`config.mk`:
```
export PLATFORM = sky130hd
export DESIGN_NAME = fifo_write_arbiter
export DESIGN_NICKNAME = d
export VERILOG_FILES = /design/src/rtl/fifo_pkg.sv /design/src/rtl/rr_pick.sv /design/src/rtl/fifo_write_arbiter.sv
export SDC_FILE = /design/constraint.sdc
export NUM_CORES = 1
export LEC_CHECK = 0
export CAP_MARGIN = 20
export CORE_ASPECT_RATIO = 0.75
export CORE_MARGIN = 2
export CORE_UTILIZATION = 40
export DETAILED_ROUTE_END_ITERATION = 6
export PLACE_DENSITY = 0.9
export SLEW_MARGIN = 20
export SYNTH_ARGS = -nofsm -noshare
export SYNTH_HDL_FRONTEND = slang
export SYNTH_SLANG_ARGS = --single-unit
```
`constraint.sdc`:
```
create_clock -name w_clk -period 3.9 [get_ports w_clk]
set_clock_uncertainty 0.15 [all_clocks]
set_input_delay 0.39 -clock w_clk [delete_from_list [all_inputs] [get_ports w_clk]]
set_output_delay 0.39 -clock w_clk [all_outputs]
set_load 0.005 [all_outputs]
```
`src/rtl/fifo_pkg.sv`:
```
// Shared definitions for the FIFO write-side blocks: state encoding, default sizes, clog2.
package fifo_pkg;

    localparam int unsigned DefWidth    = 4;
    localparam int unsigned DefMaxBurst = 4;

    typedef enum logic {
        IDLE  = 1'b0,
        GRANT = 1'b1
    } state_e;

    function automatic int unsigned clog2(input int unsigned value);
        int unsigned res;
        res = 0;
        for (int unsigned i = 0; i < 32; i++) begin
            if ((64'd1 << i) < 64'(value)) res = i + 1;
        end
        return res;
    endfunction

endpackage

```
`src/rtl/rr_pick.sv`:
```
// Combinational round-robin picker: first set request scanning last_i+1, last_i+2, ... modulo NumReq.
module rr_pick
    import fifo_pkg::*;
#(
    parameter  int unsigned NumReq = 4,
    localparam int unsigned IdW    = clog2(NumReq)
) (
    input  logic [NumReq-1:0] req_i,
    input  logic [IdW-1:0]    last_i,
    output logic [IdW-1:0]    idx_o,
    output logic              valid_o
);

    logic [IdW-1:0] cand;

    // Scan farthest-first so the nearest requester after last_i wins.
    always_comb begin
        idx_o   = '0;
        valid_o = 1'b0;
        cand    = '0;
        for (int unsigned k = NumReq; k >= 1; k--) begin
            cand = IdW'((32'(last_i) + k) % NumReq);
            if (req_i[cand]) begin
                valid_o = 1'b1;
                idx_o   = cand;
            end
        end
    end

endmodule

```
`src/rtl/fifo_write_arbiter.sv`:
```
// Round-robin arbiter sharing the FIFO memory write port among NumReq producers,
// with bounded bursts and stall on full; beats are accepted combinationally.
module fifo_write_arbiter
    import fifo_pkg::*;
#(
    parameter  int unsigned Width    = DefWidth,
    parameter  int unsigned NumReq   = 4,
    parameter  int unsigned MaxBurst = DefMaxBurst,
    localparam int unsigned IdW      = clog2(NumReq),
    localparam int unsigned CntW     = clog2(MaxBurst + 1)
) (
    input  logic                    w_clk,
    input  logic                    w_rst,
    input  logic [NumReq-1:0]       req,
    input  logic [NumReq-1:0]       lock,
    input  logic [NumReq*Width-1:0] data_in,
    input  logic                    full,
    output logic [NumReq-1:0]       ack,
    output logic [Width-1:0]        w_data,
    output logic                    w_en,
    output logic [IdW-1:0]          grant_id,
    output logic                    busy
);

    state_e          state_q, state_d;
    logic [IdW-1:0]  grant_q, grant_d;
    logic [IdW-1:0]  rr_last_q, rr_last_d;
    logic [CntW-1:0] cnt_q, cnt_d;
    logic [IdW-1:0]  pick_idx;
    logic            pick_valid;
    logic            accept;
    logic            rel_c;
    logic [Width-1:0] slice [NumReq];

    for (genvar i = 0; i < NumReq; i++) begin : g_slice
        assign slice[i] = data_in[i*Width +: Width];
    end

    rr_pick #(
        .NumReq (NumReq)
    ) u_rr_pick (
        .req_i   (req),
        .last_i  (rr_last_q),
        .idx_o   (pick_idx),
        .valid_o (pick_valid)
    );

    // Zero-latency write handshake for the current owner.
    assign busy     = (state_q == GRANT);
    assign accept   = busy & req[grant_q] & ~full;
    assign w_en     = accept;
    assign ack      = accept ? (NumReq'(1) << grant_q) : '0;
    assign w_data   = busy ? slice[grant_q] : '0;
    assign grant_id = grant_q;

    always_ff @(posedge w_clk or negedge w_rst) begin
        if (!w_rst) begin
            state_q   <= IDLE;
            grant_q   <= '0;
            cnt_q     <= '0;
            rr_last_q <= IdW'(NumReq - 1);
        end else begin
            state_q   <= state_d;
            grant_q   <= grant_d;
            cnt_q     <= cnt_d;
            rr_last_q <= rr_last_d;
        end
    end

    always_comb begin
        state_d   = state_q;
        grant_d   = grant_q;
        cnt_d     = cnt_q;
        rr_last_d = rr_last_q;
        rel_c     = 1'b0;
        case (state_q)
            IDLE: begin
                if (pick_valid && !full) begin
                    state_d = GRANT;
                    grant_d = pick_idx;
                    cnt_d   = '0;
                end
            end
            GRANT: begin
                if (accept) cnt_d = cnt_q + CntW'(1);
                // Full alone never releases; only a dropped req or a finished burst does.
                rel_c = !req[grant_q] ||
                        (accept && (!lock[grant_q] ||
                                    ((cnt_q + CntW'(1)) == CntW'(MaxBurst))));
                if (rel_c) begin
                    state_d   = IDLE;
                    rr_last_d = grant_q;
                end
            end
            default: state_d = IDLE;
        endcase
    end

endmodule

```
==> flow_metrics.env, run 1 <==
export IMPL_status="finished, final reports clean"
export IMPL_synth_warnings=0
export IMPL_area_growth_pct=56.6
export IMPL_p_per_area_nw_per_um2=522
export IMPL_power_switching_w=0.000207
export IMPL_grtUsageTotal_pct=18.9
export IMPL_comb_power_share_pct=52.3
export IMPL_port_buffers=38
export IMPL_drt_iter0_markers=18
export IMPL_finalPower_w=0.000576
export IMPL_grt_util_met3_pct=7.84
export IMPL_synthFlopType="dfrtp_1"
export IMPL_cts_buffers=3
export IMPL_synth_seq_cells=8
export IMPL_cp_cell_sequence="mux4_1 > nand2_1 > inv_1 > clkdlybuf4s50_1"
export IMPL_setup_tns_ns=0
export IMPL_grt_util_met2_pct=36.9
export IMPL_cap_violations=0
export IMPL_clk_pin_slew_ns=0.06
export IMPL_die_width_um=52.5
export IMPL_coreArea_sq_um=1690
export IMPL_antenna_found_initial=0
export IMPL_synth_distinct_cells=30
export IMPL_grt_pass1_vias=634
export IMPL_ant_nets=0
export IMPL_p_sw_share_pct=35.9
export IMPL_io_pins=39
export IMPL_gp_congestion=0.782
export IMPL_fmax_mhz=344
export IMPL_cts_setup_buffers=0
export IMPL_setup_violations=0
export IMPL_synth_top_cells_by_count="10 x nand2_1, 6 x dfrtp_1, 5 x mux4_2"
export IMPL_tritoncts="done"
export IMPL_cts_buffer_depth=2
export IMPL_critical_path_required_ns=3.36
export IMPL_synth_fa_ha_area_share_pct=3.55
export IMPL_p_leak_nw=0.441
export IMPL_synth_xor_xnor_area_share_pct=1.24
export IMPL_grt_busiest_layer="met2"
export IMPL_synth_mux_area_share_pct=25.7
export IMPL_cts_root_buf="clkbuf_4"
export IMPL_rows=13
export IMPL_crit_slowest_cell="dfrtp_1"
export IMPL_vias_per_cell=5.07
export IMPL_synth_cells=69
export IMPL_worstSetupPathType="reg2out"
export IMPL_firstDrtPassIters=4
export IMPL_hold_viol=0
export IMPL_seq_area_frac_synth_pct=28.7
export IMPL_startpoint_type="register"
export IMPL_yosysTopAreaCell="dfrtp_1"
export IMPL_synth_async_reset_ratio_pct=100
export IMPL_finalNonFillerCells=130
export IMPL_slew_viol_final=0
export IMPL_max_stage_delay_ns=0.69
export IMPL_cts_max_level=1
export IMPL_peakVddDrop_mv=0.431
export IMPL_cts_repair_resized=0
export IMPL_relSlewSlack_pct=62.8
export IMPL_rsz0062_at_grt="false"
export IMPL_initial_core_util_pct=41.7
export IMPL_cts_sinks=8
export IMPL_worstSkewPairLatency_ns=0.26
export IMPL_syn_area_sq_um=706
export IMPL_routedWlPerCell_um=13.1
export IMPL_ys_top_cells_by_area="dfrtp_1 21%, mux4_2 16%, dfstp_2 7.4%"
export IMPL_rrSetupSlack_ns=1.78
export IMPL_grt_max_degree=14
export IMPL_critPathArrivalTime_ns=2.36
export IMPL_num_vias=659
export IMPL_grt_first_pass_wirelength_um=2730
export IMPL_grt_use_met1_pct=18.3
export IMPL_rr_endpoint="rr_last_q[1]"
export IMPL_hold_class="in2async"
export IMPL_n_antenna_cell=0
export IMPL_p_clk_share_pct=12.0
export IMPL_synth_compound_area_share_pct=14.9
export IMPL_drive_gt1_share_pct=13.0
export IMPL_r2r_start="grant_id[0]"
export IMPL_nets=138
export IMPL_synth_top_cell_area_share_pct=21.3
export IMPL_die_area_sq_um=2120
export IMPL_holdBufCountCts=0
export IMPL_die_h_um=40.4
export IMPL_crit_fanout=13
export IMPL_synth_top_family_by_area="multiplexers"
export IMPL_internal_power_w=0.000370
export IMPL_worst_r2r_cell_count=4
export IMPL_yosys_cell_count_top_type="nand2_1"
export IMPL_period_needed_ns=2.90
export IMPL_dpl_cell_count=126
export IMPL_routed_wl_um=1700
export IMPL_worst_slew_pin_transition_ns=0.558
export IMPL_p_seq_share_pct=35.6
export IMPL_endpoint_kind="output port"
export IMPL_post_route_util_pct=65.3
export IMPL_grt_ovfl_total=0
export IMPL_dp_final_hpwl_um=1360
export IMPL_synth_simple_area_share_pct=18.8
export IMPL_fin_crit_sh_pct=74.4
export IMPL_syn_nets=98
export IMPL_remaining_drc_errors=0
export IMPL_synth_edf_count=0
export IMPL_syn_avg_cell_area_sq_um=10.2
[critical path, delay by kind of cell (launching register included)]
family | cells | cell delay [ns]
flip-flops | 1 | 0.69
multiplexers | 1 | 0.68
buffers and inverters | 2 | 0.55
AND/OR/NAND/NOR | 1 | 0.17
[worst max-delay path by stage]
stage	slack, ns	endpoint	from	cells after the start
2_1_floorplan	2.11	w_data[0]	grant_id[0]	3
3_3_place_gp	1.25	w_en	req[1]	5
3_5_place_dp	1.19	w_en	req[1]	5
4_1_cts	0.96	w_en	grant_id[0]	4
5_1_grt	0.83	w_en	grant_id[0]	4
6_report	1.0	w_en	grant_id[0]	4
[power by group through the flow]
stage | sequential [W] | combinational (W) | clock (W)
2_1_floorplan | 0.000159 | 0.000233 | 0
5_1_grt | 0.000217 | 0.000334 | 0.0000758
6_report | 0.000205 | 0.000302 | 0.0000694
3_3_place_gp | 0.000205 | 0.000296 | 0
3_5_place_dp | 0.000208 | 0.000302 | 0
4_1_cts | 0.000206 | 0.000304 | 0.0000715
[layout by cell type, fill, tap and decap left out]
cell type	instances
o31ai_1	1
mux2_1	2
o22ai_2	1
o21ai_2	1
and2_1	4
clkdlybuf4s50_1	38
nor2_1	3
ha_1	2
clkbuf_4	3
o31a_1	1
xnor2_1	1
nor2b_1	1
o21a_1	1
a211o_1	1
clkbuf_1	1
or2b_2	1
o22ai_1	1
inv_1	4
a31oi_1	1
dfstp_2	2
mux4_2	5
mux2i_1	2
a31o_2	1
mux4_1	1
nand2b_1	4
a21oi_1	3
nand2_1	10
o21ai_0	3
nor4b_1	1
nor3_1	2
dfrtp_1	6
[cell families after synthesis]
family / after synthesis
flip-flops: 8
AO/OA/AOI/OAI: 15
XOR/XNOR: 1
buffers and inverters: 7
multiplexers: 10
AND/OR/NAND/NOR: 26
adder cells (fa/ha/maj): 2
[registers in the layout (all words and copies together) (netlist names)]
name / count
rr_last_q: 2
busy: 1
cnt_q: 3
grant_id: 2
[cell type report]
class | count | area, sq um
fill | 148 | 587
inverter | 4 | 15.0
tap | 22 | 27.5
clock buffer | 4 | 26.3
multi-input combinational | 54 | 453
timing repair buffer | 38 | 380
sequential | 8 | 203
[through the flow]
step	setup slack [ns]	hold slack, ns	cell area, sq um
final	0.997	0.247	1100
after global routing	0.834	0.279	1100
after CTS	0.961	0.257	1100
after detailed placement	1.19	0.374	1080
after global placement	1.25	0.361	1080
after floorplan	2.11	-0.0556	706
[per-layer routing]
metal  vias up  routed length [um]
met2        29                 836
met5         -                   0
met1       299                 659
met3         3                 187
met4         0                  19
li1        328                   -
Power figures use the tool's default switching activity.
==> run 2: changes to the inputs <==
--- a/config.mk
+++ b/config.mk
@@ -8,9 +8,9 @@
 export CAP_MARGIN = 20
 export CORE_ASPECT_RATIO = 0.75
 export CORE_MARGIN = 2
-export CORE_UTILIZATION = 40
+export CORE_UTILIZATION = 38
 export DETAILED_ROUTE_END_ITERATION = 6
-export PLACE_DENSITY = 0.9
+export PLACE_DENSITY = 0.86
 export SLEW_MARGIN = 20
 export SYNTH_ARGS = -nofsm -noshare
 export SYNTH_HDL_FRONTEND = slang
==> constraint.sdc (replaced) <==
create_clock -name w_clk -period 2.8 [get_ports w_clk]
set_clock_uncertainty 0.15 [all_clocks]
set_input_delay 0.28 -clock w_clk [delete_from_list [all_inputs] [get_ports w_clk]]
set_output_delay 0.28 -clock w_clk [all_outputs]
set_load 0.005 [all_outputs]
==> run 2 against run 1 <==
Highest routed layer unchanged; critical path type is now in2out; non-clock buffer count increased by 1; die area rose by 4.8%; register-to-register slack got worse by 0.93 ns; wire length up 16%; via count increased by 7.6%.
==> flow_metrics.env, run 2 (synthesis results as in run 1) <==
export IMPL_status="finished, final reports clean"
export IMPL_drt_iter0_markers=16
export IMPL_n_antenna_cell=0
export IMPL_gp_congestion=0.700
export IMPL_rows=13
export IMPL_regMostFlops="cnt_q"
export IMPL_port_buffers=38
export IMPL_critPathArrivalTime_ns=2.07
export IMPL_whs_ns=0.150
export IMPL_p_leak_nw=0.444
export IMPL_startpoint_type="input pin"
export IMPL_hold_class="in2async"
export IMPL_cts_buffers=3
export IMPL_io_pins=39
export IMPL_cts_root_buf="clkbuf_4"
export IMPL_worstSkewPairLatency_ns=0.26
export IMPL_regArea_sq_um=203
export IMPL_placed_area_sq_um=1090
export IMPL_antenna_found_initial=0
export IMPL_finalPower_w=0.000811
export IMPL_ant_nets=0
export IMPL_p_per_area_nw_per_um2=732
export IMPL_hold_viol=0
export IMPL_path_delay_family="buffers and inverters"
export IMPL_worst_r2r_cell_count=5
export IMPL_cts_repair_resized=0
export IMPL_area_growth_pct=57.1
export IMPL_final_area_sq_um=1110
export IMPL_mostFrequentLayoutCell="clkdlybuf4s50_1"
export IMPL_cap_violations=0
export IMPL_cts_sinks=8
export IMPL_period_needed_ns=2.50
export IMPL_multiInputGateArea_sq_um=453
export IMPL_slew_viol_final=0
export IMPL_grtUsageTotal_pct=18.8
export IMPL_largest_reg_flops=3
export IMPL_grt_first_pass_wirelength_um=2850
export IMPL_max_stage_delay_ns=0.60
export IMPL_nets=139
export IMPL_nFillCells=140
export IMPL_setup_violations=0
export IMPL_cts_max_level=1
export IMPL_holdBufCountCts=0
export IMPL_cts_setup_buffers=0
export IMPL_layout_common_cells="38 x clkdlybuf4s50_1, 10 x nand2_1, 6 x dfrtp_1"
export IMPL_vias_per_cell=5.45
export IMPL_peakVddDrop_mv=0.430
export IMPL_routed_wl_um=1980
export IMPL_coreArea_sq_um=1740
export IMPL_grt_ovfl_total=0
export IMPL_worst_slew_pin_transition_ns=0.433
export IMPL_setup_tns_ns=0
export IMPL_rsz0062_at_grt="false"
export IMPL_cp_cell_sequence="clkdlybuf4s50_1 > mux4_1 > nand2_1 > inv_1 > clkdlybuf4s50_1"
export IMPL_die_width_um=53.8
export IMPL_tritoncts="done"
export IMPL_routedWlPerCell_um=15.2
export IMPL_dp_final_hpwl_um=1620
export IMPL_endpoint_kind="output port"
export IMPL_initial_core_util_pct=40.5
export IMPL_cts_buffer_depth=2
export IMPL_grt_pass1_vias=646
export IMPL_finalWorstSetupSlack_ns=0.295
export IMPL_path_common_cell="clkdlybuf4s50_1"
export IMPL_worst_path_stages=5
export IMPL_grt_max_degree=13
export IMPL_clk_pin_slew_ns=0.06
export IMPL_firstDrtPassIters=4
export IMPL_fmax_mhz=399
export IMPL_crit_fanout=6
export IMPL_die_area_sq_um=2220
export IMPL_fin_crit_sh_pct=89.4
export IMPL_die_h_um=41.3
export IMPL_crit_slowest_cell="mux4_1"
export IMPL_path_buf_inv=3
export IMPL_drive_gt1_share_pct=13.9
export IMPL_pre_cts_slack_ns=0.294
export IMPL_worstSetupPathType="in2out"
export IMPL_num_vias=709
export IMPL_critical_path_required_ns=2.37
export IMPL_remaining_drc_errors=0
export IMPL_relSlewSlack_pct=71.1
-- run 2: cell count changes in the layout (fill, tap and decap cells not counted) --
cell,previous run,this run
clkbuf_1,1,0
buf_4,0,1
-- run 2: layout make-up --
type                    count  area share, %
clock buffers               3           2.03
inverters                   4           1.35
multi-input cells          54           40.9
flip-flops and latches      8           18.3
well taps                  22           2.48
repair buffers             39           35.0
-- run 2: worst register-to-register path: cells and delay by family (launching register included) --
kind	cells	cell delay, ns
AOI/OAI and AO/OA	2	0.27
buffers and inverters	1	0.22
DFF	1	0.37
muxes	2	0.86
-- run 2: path summary, 6_finish.rpt --
| check | endpoint | from | slack, ns |
|---|---|---|---|
| max in group asynchronous | rr_last_q[0] | w_rst | 2.03 |
| setup / recovery | w_en | req[1] | 0.30 |
| hold reg to reg | cnt_q[0] | cnt_q[0] | 0.37 |
| min in group w_clk | cnt_q[0] | cnt_q[0] | 0.37 |
| setup reg to reg | rr_last_q[0] | grant_id[0] | 0.85 |
| hold / removal | grant_id[0] | w_rst | 0.15 |
-- run 2: stage by stage --
step                      cells  utilization [%]
after floorplan              69                -
after global placement      127             62.4
after detailed placement    127             62.4
after CTS                   130             63.7
after global routing        130             63.7
final                       130             63.7
-- run 2: report_power, final --
part / switching [W] / internal [W] / leakage (nW) / total [W]
combinational: 0.000171 / 0.000296 / 0.333 / 0.000466
clock: 0.0000416 / 0.0000492 / 0.0138 / 0.0000908
sequential: 0.0000794 / 0.000175 / 0.0972 / 0.000254
total: 0.000292 / 0.000519 / 0.444 / 0.000811
-- run 2: metal layers --
layer | global-route usage [%] | vias to the layer above | routed length (um)
met2 | 37.8 | 41 | 1010
met5 | 0 | - | 0
met4 | 7.69 | 0 | 12
met1 | 17.3 | 335 | 678
met3 | 7.50 | 2 | 280
li1 | - | 331 | -
==> run 3: changes to the inputs <==
--- a/config.mk
+++ b/config.mk
@@ -7,7 +7,7 @@
 export LEC_CHECK = 0
 export CAP_MARGIN = 20
 export CORE_ASPECT_RATIO = 0.75
-export CORE_MARGIN = 2
+export CORE_MARGIN = 1
 export CORE_UTILIZATION = 38
 export DETAILED_ROUTE_END_ITERATION = 6
 export PLACE_DENSITY = 0.86
==> run 3 against run 2 <==
Core utilization unchanged; wire length decreased by 18%; non-clock buffer count unchanged; setup slack got worse by 0.0070 ns; critical path depth unchanged.
==> flow_metrics.env, run 3 (synthesis results as in run 1) <==
export IMPL_p_per_area_nw_per_um2=720
export IMPL_remaining_drc_errors=0
export IMPL_dp_final_hpwl_um=1260
export IMPL_antenna_found_initial=0
export IMPL_crit_fanout=6
export IMPL_hold_class="in2async"
export IMPL_die_h_um=39.3
export IMPL_gp_congestion=0.712
export IMPL_critical_path_required_ns=2.37
export IMPL_finalNonFillerCells=130
export IMPL_area_growth_pct=57.1
export IMPL_startpoint_type="input pin"
export IMPL_crit_slowest_cell="mux4_1"
export IMPL_rows=13
export IMPL_endpoint_kind="output port"
export IMPL_grt_max_degree=13
export IMPL_largest_reg_flops=3
export IMPL_nets=139
export IMPL_routed_wl_um=1620
export IMPL_routedWlPerCell_um=12.4
export IMPL_cts_buffers=3
export IMPL_cts_sinks=8
export IMPL_max_stage_delay_ns=0.60
export IMPL_hold_viol=0
export IMPL_dpl_cell_count=127
export IMPL_tritoncts="done"
export IMPL_mostFrequentLayoutCell="clkdlybuf4s50_1"
export IMPL_cts_buffer_depth=2
export IMPL_critPathArrivalTime_ns=2.08
export IMPL_die_width_um=51.8
export IMPL_fmax_mhz=398
export IMPL_cap_violations=0
export IMPL_clk_pin_slew_ns=0.06
export IMPL_grt_first_pass_wirelength_um=2550
export IMPL_layout_common_cells="38 x clkdlybuf4s50_1, 10 x nand2_1, 6 x dfrtp_1"
export IMPL_holdBufCountCts=0
export IMPL_cts_repair_resized=0
export IMPL_num_vias=656
export IMPL_worstSkewPairLatency_ns=0.26
export IMPL_grt_pass1_vias=605
export IMPL_drt_iter0_markers=12
export IMPL_worst_slew_pin_transition_ns=0.434
export IMPL_cts_max_level=1
export IMPL_relSlewSlack_pct=71.1
export IMPL_port_buffers=38
export IMPL_die_area_sq_um=2040
export IMPL_p_leak_nw=0.444
export IMPL_vias_per_cell=5.05
export IMPL_period_needed_ns=2.51
export IMPL_ant_nets=0
export IMPL_cts_setup_buffers=0
export IMPL_coreArea_sq_um=1740
export IMPL_setup_tns_ns=0
export IMPL_initial_core_util_pct=40.5
export IMPL_io_pins=39
export IMPL_cts_root_buf="clkbuf_4"
export IMPL_whs_ns=0.146
export IMPL_slew_viol_final=0
export IMPL_fin_crit_sh_pct=89.7
export IMPL_grtUsageTotal_pct=17.9
export IMPL_cp_cell_sequence="clkdlybuf4s50_1 > mux4_1 > nand2_1 > inv_1 > clkdlybuf4s50_1"
export IMPL_drive_gt1_share_pct=13.9
export IMPL_grt_ovfl_total=0
export IMPL_status="finished, final reports clean"
export IMPL_worstSetupPathType="in2out"
export IMPL_peakVddDrop_mv=0.410
export IMPL_path_common_cell="clkdlybuf4s50_1"
export IMPL_firstDrtPassIters=4
export IMPL_n_antenna_cell=0
export IMPL_finalPower_w=0.000799
export IMPL_rsz0062_at_grt="false"
export IMPL_setup_violations=0
export IMPL_regMostFlops="cnt_q"
## run 3: cell counts in the layout (fill, tap and decap cells not counted)
Identical to the previous run, type by type.
## run 3: layout make-up
| type | count | area, sq um |
|---|---|---|
| Sequential cell | 8 | 203 |
| Tap cell | 22 | 27.5 |
| Multi-Input combinational cell | 54 | 453 |
| Clock buffer | 3 | 22.5 |
| Inverter | 4 | 15.0 |
| Timing Repair Buffer | 39 | 388 |
| Fill cell | 132 | 632 |
## run 3: stage by stage
stage / worst slack [ns] / utilization, % / area [sq um]
2_1_floorplan: 1.09 / - / 706
3_3_place_gp: 0.332 / 62.4 / 1090
3_5_place_dp: 0.290 / 62.4 / 1090
4_1_cts: 0.286 / 63.7 / 1110
5_1_grt: 0.221 / 63.7 / 1110
6_report: 0.288 / 63.7 / 1110
## run 3: final timing paths
| check | start | to | slack [ns] | cells past startpoint |
|---|---|---|---|---|
| worst max-delay path | req[1] | w_en | 0.29 | 5 |
| worst min-delay path | w_rst | cnt_q[0] | 0.15 | 1 |
| worst max register to register | grant_id[0] | rr_last_q[1] | 0.89 | 5 |
| worst min register to register | cnt_q[0] | cnt_q[0] | 0.37 | 1 |
| max in group asynchronous | w_rst | rr_last_q[1] | 2.03 | 1 |
| min in group w_clk | cnt_q[0] | cnt_q[0] | 0.37 | 1 |
## run 3: report_power, final
group          internal, W  switching (W)
Clock            0.0000492      0.0000411
Combinational     0.000295       0.000161
Sequential        0.000174      0.0000780
Total             0.000519       0.000280
## run 3: metal layers
| layer | up-vias | wire (um) | share of wire (%) | global-route usage [%] |
|---|---|---|---|---|
| met3 | 0 | 191 | 12 | 7.36 |
| met5 | - | 0 | 0 | 0 |
| met2 | 28 | 692 | 43 | 29.9 |
| li1 | 330 | - | - | - |
| met4 | 0 | 0 | 0 | 6.08 |
| met1 | 298 | 733 | 45 | 21.0 |
## run 3: worst max-delay path, delay by kind of cell
kind | cells | cell delay, ns
buffers and inverters | 3 | 1.03
muxes | 1 | 0.60
and+or+nand+nor | 1 | 0.17
